<file path="config.mk">
export PLATFORM = sky130hd
export DESIGN_NAME = lepes_dekoder
export DESIGN_NICKNAME = d
export VERILOG_FILES = /design/src/rtl/lepes_pkg.sv /design/src/rtl/fazis_szuro.sv /design/src/rtl/lepes_dekoder.sv
export SDC_FILE = /design/constraint.sdc
export NUM_CORES = 1
export LEC_CHECK = 0
export BUFFER_PORTS_ARGS = -buffer_cell sky130_fd_sc_hd__buf_4
export CAP_MARGIN = 20
export CORE_UTILIZATION = 35
export CTS_BUF_LIST = sky130_fd_sc_hd__clkbuf_4 sky130_fd_sc_hd__clkbuf_8
export CTS_CLUSTER_DIAMETER = 40
export DETAILED_ROUTE_END_ITERATION = 12
export SLEW_MARGIN = 10
export SYNTH_ARGS = -nofsm -noshare
export SYNTH_HDL_FRONTEND = slang
export SYNTH_HIERARCHICAL = 1
export SYNTH_SLANG_ARGS = --single-unit
export TNS_END_PERCENT = 30
</file>
<file path="constraint.sdc">
create_clock -name i_clk -period 4.43 [get_ports i_clk]
set_clock_uncertainty 0.05 [all_clocks]
set_input_delay 0 -clock i_clk [delete_from_list [all_inputs] [get_ports i_clk]]
set_output_delay 0 -clock i_clk [all_outputs]
set_load 0.02 [all_outputs]
</file>
<file path="src/rtl/lepes_pkg.sv">
// rtl/lepes_pkg.sv - coil phase codes, FSM states and mode encoding for lepes_dekoder
package lepes_pkg;

  localparam logic [3:0] MINTA_URES = 4'b0000;
  localparam logic [3:0] MINTA_F0   = 4'b0001;
  localparam logic [3:0] MINTA_F1   = 4'b0011;
  localparam logic [3:0] MINTA_F2   = 4'b0010;
  localparam logic [3:0] MINTA_F3   = 4'b0110;
  localparam logic [3:0] MINTA_F4   = 4'b0100;
  localparam logic [3:0] MINTA_F5   = 4'b1100;
  localparam logic [3:0] MINTA_F6   = 4'b1000;
  localparam logic [3:0] MINTA_F7   = 4'b1001;

  typedef enum logic [1:0] {
    ALL_IDLE   = 2'd0,
    ALL_LOCKED = 2'd1,
    ALL_ERROR  = 2'd2
  } allapot_t;

  localparam logic [1:0] MOD_ISMERETLEN = 2'b00;
  localparam logic [1:0] MOD_EGY        = 2'b01;
  localparam logic [1:0] MOD_KETTO      = 2'b10;
  localparam logic [1:0] MOD_FEL        = 2'b11;

  // Result packs as {valid, idle, phase[2:0]}; illegal patterns are all-zero.
  function automatic logic [4:0] fazis_kod(input logic [3:0] minta);
    logic [4:0] kod;
    case (minta)
      MINTA_F0:   kod = 5'b10_000;
      MINTA_F1:   kod = 5'b10_001;
      MINTA_F2:   kod = 5'b10_010;
      MINTA_F3:   kod = 5'b10_011;
      MINTA_F4:   kod = 5'b10_100;
      MINTA_F5:   kod = 5'b10_101;
      MINTA_F6:   kod = 5'b10_110;
      MINTA_F7:   kod = 5'b10_111;
      MINTA_URES: kod = 5'b01_000;
      default:    kod = 5'b00_000;
    endcase
    return kod;
  endfunction

endpackage

</file>
<file path="src/rtl/fazis_szuro.sv">
// rtl/fazis_szuro.sv - 2-FF synchronizer and stability filter for the coil pattern
module fazis_szuro #(
  parameter int STABIL = 2
) (
  input  logic       i_clk,
  input  logic       i_rst,
  input  logic [3:0] i_minta,
  output logic [3:0] o_elfogadott,
  output logic       o_uj
);

  localparam int CW = $clog2(STABIL + 1);

  logic [3:0]    r_s1, r_s2, r_jelolt, r_elfogadott;
  logic [CW-1:0] r_cnt;
  logic          r_uj;
  logic          w_valtozott, w_elfogad;
  logic [CW-1:0] w_cnt_next;

  assign w_valtozott = (r_s2 != r_jelolt);
  assign w_cnt_next  = w_valtozott ? CW'(1) :
                       (r_cnt == CW'(STABIL)) ? r_cnt : r_cnt + CW'(1);
  // Strobe only when a stable pattern differs from the one already accepted.
  assign w_elfogad   = (w_cnt_next == CW'(STABIL)) && (r_s2 != r_elfogadott);

  always_ff @(posedge i_clk or posedge i_rst) begin
    if (i_rst) begin
      r_s1         <= '0;
      r_s2         <= '0;
      r_jelolt     <= '0;
      r_cnt        <= '0;
      r_elfogadott <= '0;
      r_uj         <= 1'b0;
    end else begin
      r_s1     <= i_minta;
      r_s2     <= r_s1;
      r_jelolt <= r_s2;
      r_cnt    <= w_cnt_next;
      r_uj     <= w_elfogad;
      if (w_elfogad) r_elfogadott <= r_s2;
    end
  end

  assign o_elfogadott = r_elfogadott;
  assign o_uj         = r_uj;

endmodule

</file>
<file path="src/rtl/lepes_dekoder.sv">
// rtl/lepes_dekoder.sv - stepper coil pattern decoder: steps, direction, mode, position
// Optional stall detector enabled by LEPES_ELAKADAS_EN.
module lepes_dekoder
  import lepes_pkg::*;
#(
  parameter int POS_W   = 16,
  parameter int STABIL  = 2,
  parameter int TIMEOUT = 1000
) (
  input  logic             i_clk,
  input  logic             i_rst,
  input  logic [3:0]       i_tekercsek,
  input  logic             i_hiba_torol,
  output logic             o_lepes,
  output logic             o_irany,
  output logic [POS_W-1:0] o_pozicio,
  output logic [1:0]       o_mod,
  output logic             o_aktiv,
  output logic             o_hiba,
  output logic             o_elakadas
);

  logic [3:0]       w_minta;
  logic             w_uj;
  logic [4:0]       w_kod;
  logic [2:0]       w_fazis, w_d;

  allapot_t         r_allapot, w_allapot_next;
  logic [2:0]       r_fazis, w_fazis_next;
  logic             r_lepes, w_lepes_next;
  logic             r_irany, w_irany_next;
  logic [POS_W-1:0] r_pozicio, w_pozicio_next;
  logic [1:0]       r_mod, w_mod_next;

  fazis_szuro #(.STABIL(STABIL)) u_szuro (
    .i_clk        (i_clk),
    .i_rst        (i_rst),
    .i_minta      (i_tekercsek),
    .o_elfogadott (w_minta),
    .o_uj         (w_uj)
  );

  assign w_kod   = fazis_kod(w_minta);
  assign w_fazis = w_kod[2:0];
  assign w_d     = w_fazis - r_fazis;

  always_ff @(posedge i_clk or posedge i_rst) begin
    if (i_rst) begin
      r_allapot <= ALL_IDLE;
      r_fazis   <= '0;
      r_lepes   <= 1'b0;
      r_irany   <= 1'b0;
      r_pozicio <= '0;
      r_mod     <= MOD_ISMERETLEN;
    end else begin
      r_allapot <= w_allapot_next;
      r_fazis   <= w_fazis_next;
      r_lepes   <= w_lepes_next;
      r_irany   <= w_irany_next;
      r_pozicio <= w_pozicio_next;
      r_mod     <= w_mod_next;
    end
  end

  always_comb begin
    w_allapot_next = r_allapot;
    w_fazis_next   = r_fazis;
    w_lepes_next   = 1'b0;
    w_irany_next   = r_irany;
    w_pozicio_next = r_pozicio;
    w_mod_next     = r_mod;
    case (r_allapot)
      ALL_IDLE: begin
        if (w_uj) begin
          if (w_kod[4]) begin
            w_allapot_next = ALL_LOCKED;
            w_fazis_next   = w_fazis;
          end else if (!w_kod[3]) begin
            w_allapot_next = ALL_ERROR;
          end
        end
      end
      ALL_LOCKED: begin
        if (w_uj) begin
          if (w_kod[3]) begin
            w_allapot_next = ALL_IDLE;
          end else if (!w_kod[4]) begin
            w_allapot_next = ALL_ERROR;
          end else if (w_d == 3'd1 || w_d == 3'd2 || w_d == 3'd6 || w_d == 3'd7) begin
            // w_d read as signed 3-bit gives the step: +1, +2, -2, -1.
            w_fazis_next   = w_fazis;
            w_lepes_next   = 1'b1;
            w_irany_next   = ~w_d[2];
            w_pozicio_next = r_pozicio + {{(POS_W-3){w_d[2]}}, w_d};
            w_mod_next     = (w_d == 3'd1 || w_d == 3'd7) ? MOD_FEL :
                             (w_fazis[0] ? MOD_KETTO : MOD_EGY);
          end else if (w_d != 3'd0) begin
            w_allapot_next = ALL_ERROR;
          end
        end
      end
      ALL_ERROR: begin
        if (i_hiba_torol) w_allapot_next = ALL_IDLE;
      end
      default: w_allapot_next = ALL_IDLE;
    endcase
  end

  assign o_lepes   = r_lepes;
  assign o_irany   = r_irany;
  assign o_pozicio = r_pozicio;
  assign o_mod     = r_mod;
  assign o_aktiv   = (r_allapot == ALL_LOCKED);
  assign o_hiba    = (r_allapot == ALL_ERROR);

`ifdef LEPES_ELAKADAS_EN
  localparam int TW = $clog2(TIMEOUT + 1);
  logic [TW-1:0] r_elak_cnt;
  logic          r_elakadas;

  always_ff @(posedge i_clk or posedge i_rst) begin
    if (i_rst) begin
      r_elak_cnt <= '0;
      r_elakadas <= 1'b0;
    end else if (w_allapot_next != ALL_LOCKED || w_lepes_next) begin
      r_elak_cnt <= '0;
      r_elakadas <= 1'b0;
    end else if (r_elak_cnt != TW'(TIMEOUT)) begin
      r_elak_cnt <= r_elak_cnt + TW'(1);
      if (r_elak_cnt == TW'(TIMEOUT - 1)) r_elakadas <= 1'b1;
    end
  end

  assign o_elakadas = r_elakadas;
`else
  assign o_elakadas = 1'b0 && (TIMEOUT > 0);
`endif

endmodule
</file>
==> results.json <==
{
  "grt_setup_unrepaired": "no",
  "criticalPathCategory": "reg2reg",
  "grt_pass1_vias": 2124,
  "synthesis.nets": 307,
  "worstPathMaxFanout": 14,
  "ctsRootBufferMaster": "sky130_fd_sc_hd__clkbuf_8",
  "clkLatencyLatePin_ns": 0.31,
  "gp_congestion": 0.806,
  "globalRouteOverflowTotal": 0,
  "totalNegativeSetupSlack_ns": 0,
  "hold_viol": 0,
  "postSynth.asyncResetShare_pct": 100,
  "worst_r2r_path_depth": 16,
  "initial_core_util_pct": 36.1,
  "drv.max_cap_violation_count": 0,
  "outcome": "complete, no violations",
  "worst_r2r_endpoint": "o_pozicio[10]$_DFFE_PP0P_",
  "setup.worst_path.start_class": "flip-flop",
  "num_rows": 32,
  "netlist_instances": 282,
  "place_hpwl_um": 4240,
  "tcrit_tclk_final_pct": 91.1,
  "max-clock-path-buffers": 2,
  "synth.top_cells.by_area": "sky130_fd_sc_hd__dfrtp_1 (39%), sky130_fd_sc_hd__ha_1 (7.6%), sky130_fd_sc_hd__nand2_1 (4.4%), sky130_fd_sc_hd__xor2_1 (4.4%), sky130_fd_sc_hd__xnor2_1 (3.1%)",
  "boundaryPins": 30,
  "coreArea_mm2": 0.00773,
  "die_height_um": 91.3,
  "routed_wire_length_per_instance_um": 13.0,
  "max_freq_mhz": 248,
  "synth-edff-count": 0,
  "synth.ff_latch_count": 44,
  "num-nets-final": 350,
  "dpl_worst_slack_ns": 0.0547,
  "ff2ff_setup_slack_ns": 0.39,
  "timing.critical_path.arrival_ns": 4.18,
  "htree_levels": 2,
  "cts.sink_count": 44,
  "total_grt_usage_pct": 14.8,
  "layout_commonest_cell": "sky130_fd_sc_hd__dfrtp_1",
  "slew_headroom_pct": 54.7,
  "finalSetupViolCount": 0,
  "place.detailed.instances": 412,
  "cp-end-kind": "flip-flop",
  "tritoncts_clock_tree": "yes",
  "timing.critical_path.slowest_stage_cell": "sky130_fd_sc_hd__a2111oi_2",
  "detail_route.wirelength_um": 5550,
  "worstPathRequired_ns": 4.57,
  "worst_path_largest_cell_delay_ns": 0.49,
  "wire_length_of_the_first_global_routing_pass_um": 9890,
  "synth.cell_area_mm2": 0.00279,
  "drt_pre_antenna_iters": 4,
  "n_antenna_cell": 0,
  "grt_start_max_net_pins": 28,
  "drc": 0,
  "post_detailed_route_via_to_cell_ratio": 4.95,
  "yosysUniqueCellTypes": 61,
  "cp_cell_sequence": "xor2_1 > and2_1 > inv_1 > ha_1 > fa_2 > xnor2_4 > xnor2_4 > inv_4 > ha_1 > nand2_1 > o21bai_1 > a2111oi_2 > nor4_4 > a21oi_1 > mux2i_1 > o311ai_1",
  "post_layout_nonfiller_instances": 428,
  "most-common-layout-cells": "sky130_fd_sc_hd__dfrtp_1 (42), sky130_fd_sc_hd__buf_4 (35), sky130_fd_sc_hd__nand2_1 (33)",
  "period_minus_slack_ns": 4.04,
  "clock_pin_slew_on_the_worst_setup_and_hold_paths_ns": 0.09,
  "drtAntennaViolNets": 0,
  "synth_flop_cell": "sky130_fd_sc_hd__dfrtp_1",
  "drive_above_1_share_pct": 22.4,
  "port_buffers": 28,
  "area.growth.synth_to_final_pct": 22.1,
  "synth-seq-area-share_pct": 39.5,
  "r2r_path_start": "u_szuro/o_elfogadott[0]$_DFFE_PP0P_",
  "post-synth-top-area-cell": "sky130_fd_sc_hd__dfrtp_1",
  "dr_total_vias": 2118,
  "count_of_synthesis_stage_warnings_from_yosys": 6,
  "hold_path_class": "in2async",
  "die-width_um": 91.3,
  "drv_slew": 0,
  "floorplan.die_area_mm2": 0.00833,
  "cts_inserted_buffers": 5,
  "worst_pin_slew_ns": 0.679,
  "drt_iter0_markers": 56,
  "synthesis.area_per_instance_um2": 9.89,
  "grt_antenna_before_repair": 0,
  "share_of_the_synthesized_area_in_the_top_cell_type_pct": 39.5,
  "setup_slack_ns": 0.393
}
==> state kept, by name, indices dropped and copies added, names as in the netlist <==
signal	cells
o_mod	2
r_allapot	2
u_szuro/o_elfogadott	4
u_szuro/r_cnt	2
o_irany	1
o_lepes	1
u_szuro/r_s2	4
u_szuro/r_s1	4
u_szuro/o_uj	1
r_fazis	3
o_pozicio	16
u_szuro/r_jelolt	4
==> layout make-up <==
cell class / instances / area [um^2]
well taps: 102 / 128
flip-flops and latches: 44 / 1100
inverters: 13 / 51.3
clock inverters: 3 / 46.3
fillers: 759 / 4320
clock buffers: 5 / 68.8
repair buffers: 42 / 350
multi-input cells: 219 / 1660
==> critical path, delay by kind of cell, from the launching register on <==
family / cells / cell delay, ns
AO/OA/AOI/OAI: 4 / 1.02
buffers and inverters: 2 / 0.21
flip-flops: 1 / 0.46
adder cells (fa/ha/maj): 3 / 0.95
AND/OR/NAND/NOR: 3 / 0.39
XOR/XNOR: 3 / 0.64
multiplexers: 1 / 0.21
==> synth_stat cells, drive strengths merged (2+ instances only) <==
cell / instances
mux2i: 6
nand2b: 6
o21bai: 2
nor4: 6
xor2: 14
dfrtp: 44
a21o: 3
nor3: 11
xnor2: 12
o21a: 2
nand3: 6
inv: 13
ha: 17
and2: 5
buf: 5
o21ai: 16
nor2: 19
a31oi: 5
nor2b: 4
a211oi: 2
a2111oi: 2
a21oi: 16
mux2: 7
maj3: 2
o211ai: 2
a41oi: 2
nand3b: 2
a22oi: 2
nand2: 33
o311ai: 2
==> metal layers <==
metal  share of wire [%]  GRT usage [%]  up-vias
met4                 1.0           4.37        0
met2                  51           26.1       27
met5                   0              0        -
met1                  46           18.2     1001
li1                    -              -     1084
met3                 2.1           2.76        6
==> how the worst max path moves through the flow <==
stage                                        startpoint                         to  slack, ns  cells after the start
global route        u_szuro/o_elfogadott[0]$_DFFE_PP0P_  o_pozicio[15]$_DFFE_PP0P_       0.09                     16
global placement    u_szuro/o_elfogadott[2]$_DFFE_PP0P_  o_pozicio[15]$_DFFE_PP0P_       0.16                     16
floorplan           u_szuro/o_elfogadott[1]$_DFFE_PP0P_  o_pozicio[15]$_DFFE_PP0P_       0.41                     17
CTS                 u_szuro/o_elfogadott[2]$_DFFE_PP0P_  o_pozicio[15]$_DFFE_PP0P_       0.04                     16
finish              u_szuro/o_elfogadott[0]$_DFFE_PP0P_  o_pozicio[10]$_DFFE_PP0P_       0.39                     16
detailed placement  u_szuro/o_elfogadott[2]$_DFFE_PP0P_  o_pozicio[15]$_DFFE_PP0P_       0.05                     16
==> repair_timing <==
item | 4_1_cts | 5_1_grt
setup buffers | 0 | 1
gates resized for setup | 0 | 14
setup endpoints to repair | 0 | 9
hold buffers | 6 | 0
hold endpoints to repair | 49 | 0
==> kinds of logic after synthesis <==
| logic type | after synthesis | share of synthesized area [%] |
|---|---|---|
| compound gates | 64 | 15.5 |
| xor+xnor | 26 | 9.11 |
| fa+ha+maj | 20 | 9.06 |
| buf+inv | 19 | 2.87 |
| flops | 44 | 39.5 |
| mux | 13 | 6.42 |
| other cells | 1 | 0.134 |
| simple gates | 95 | 17.5 |
==> metrics by stage <==
stage	instance area, um^2	hold WS [ns]	utilization, %
after CTS	3320	0.268	42.9
after global placement	3140	0.0599	40.6
final	3410	0.234	44.1
after floorplan	2790	-0.0989	-
after detailed placement	3140	0.0603	40.6
after global routing	3410	0.273	44.1
Power is not shown: default switching activity piles up to over one toggle a cycle in this logic, so the estimate is an artifact.
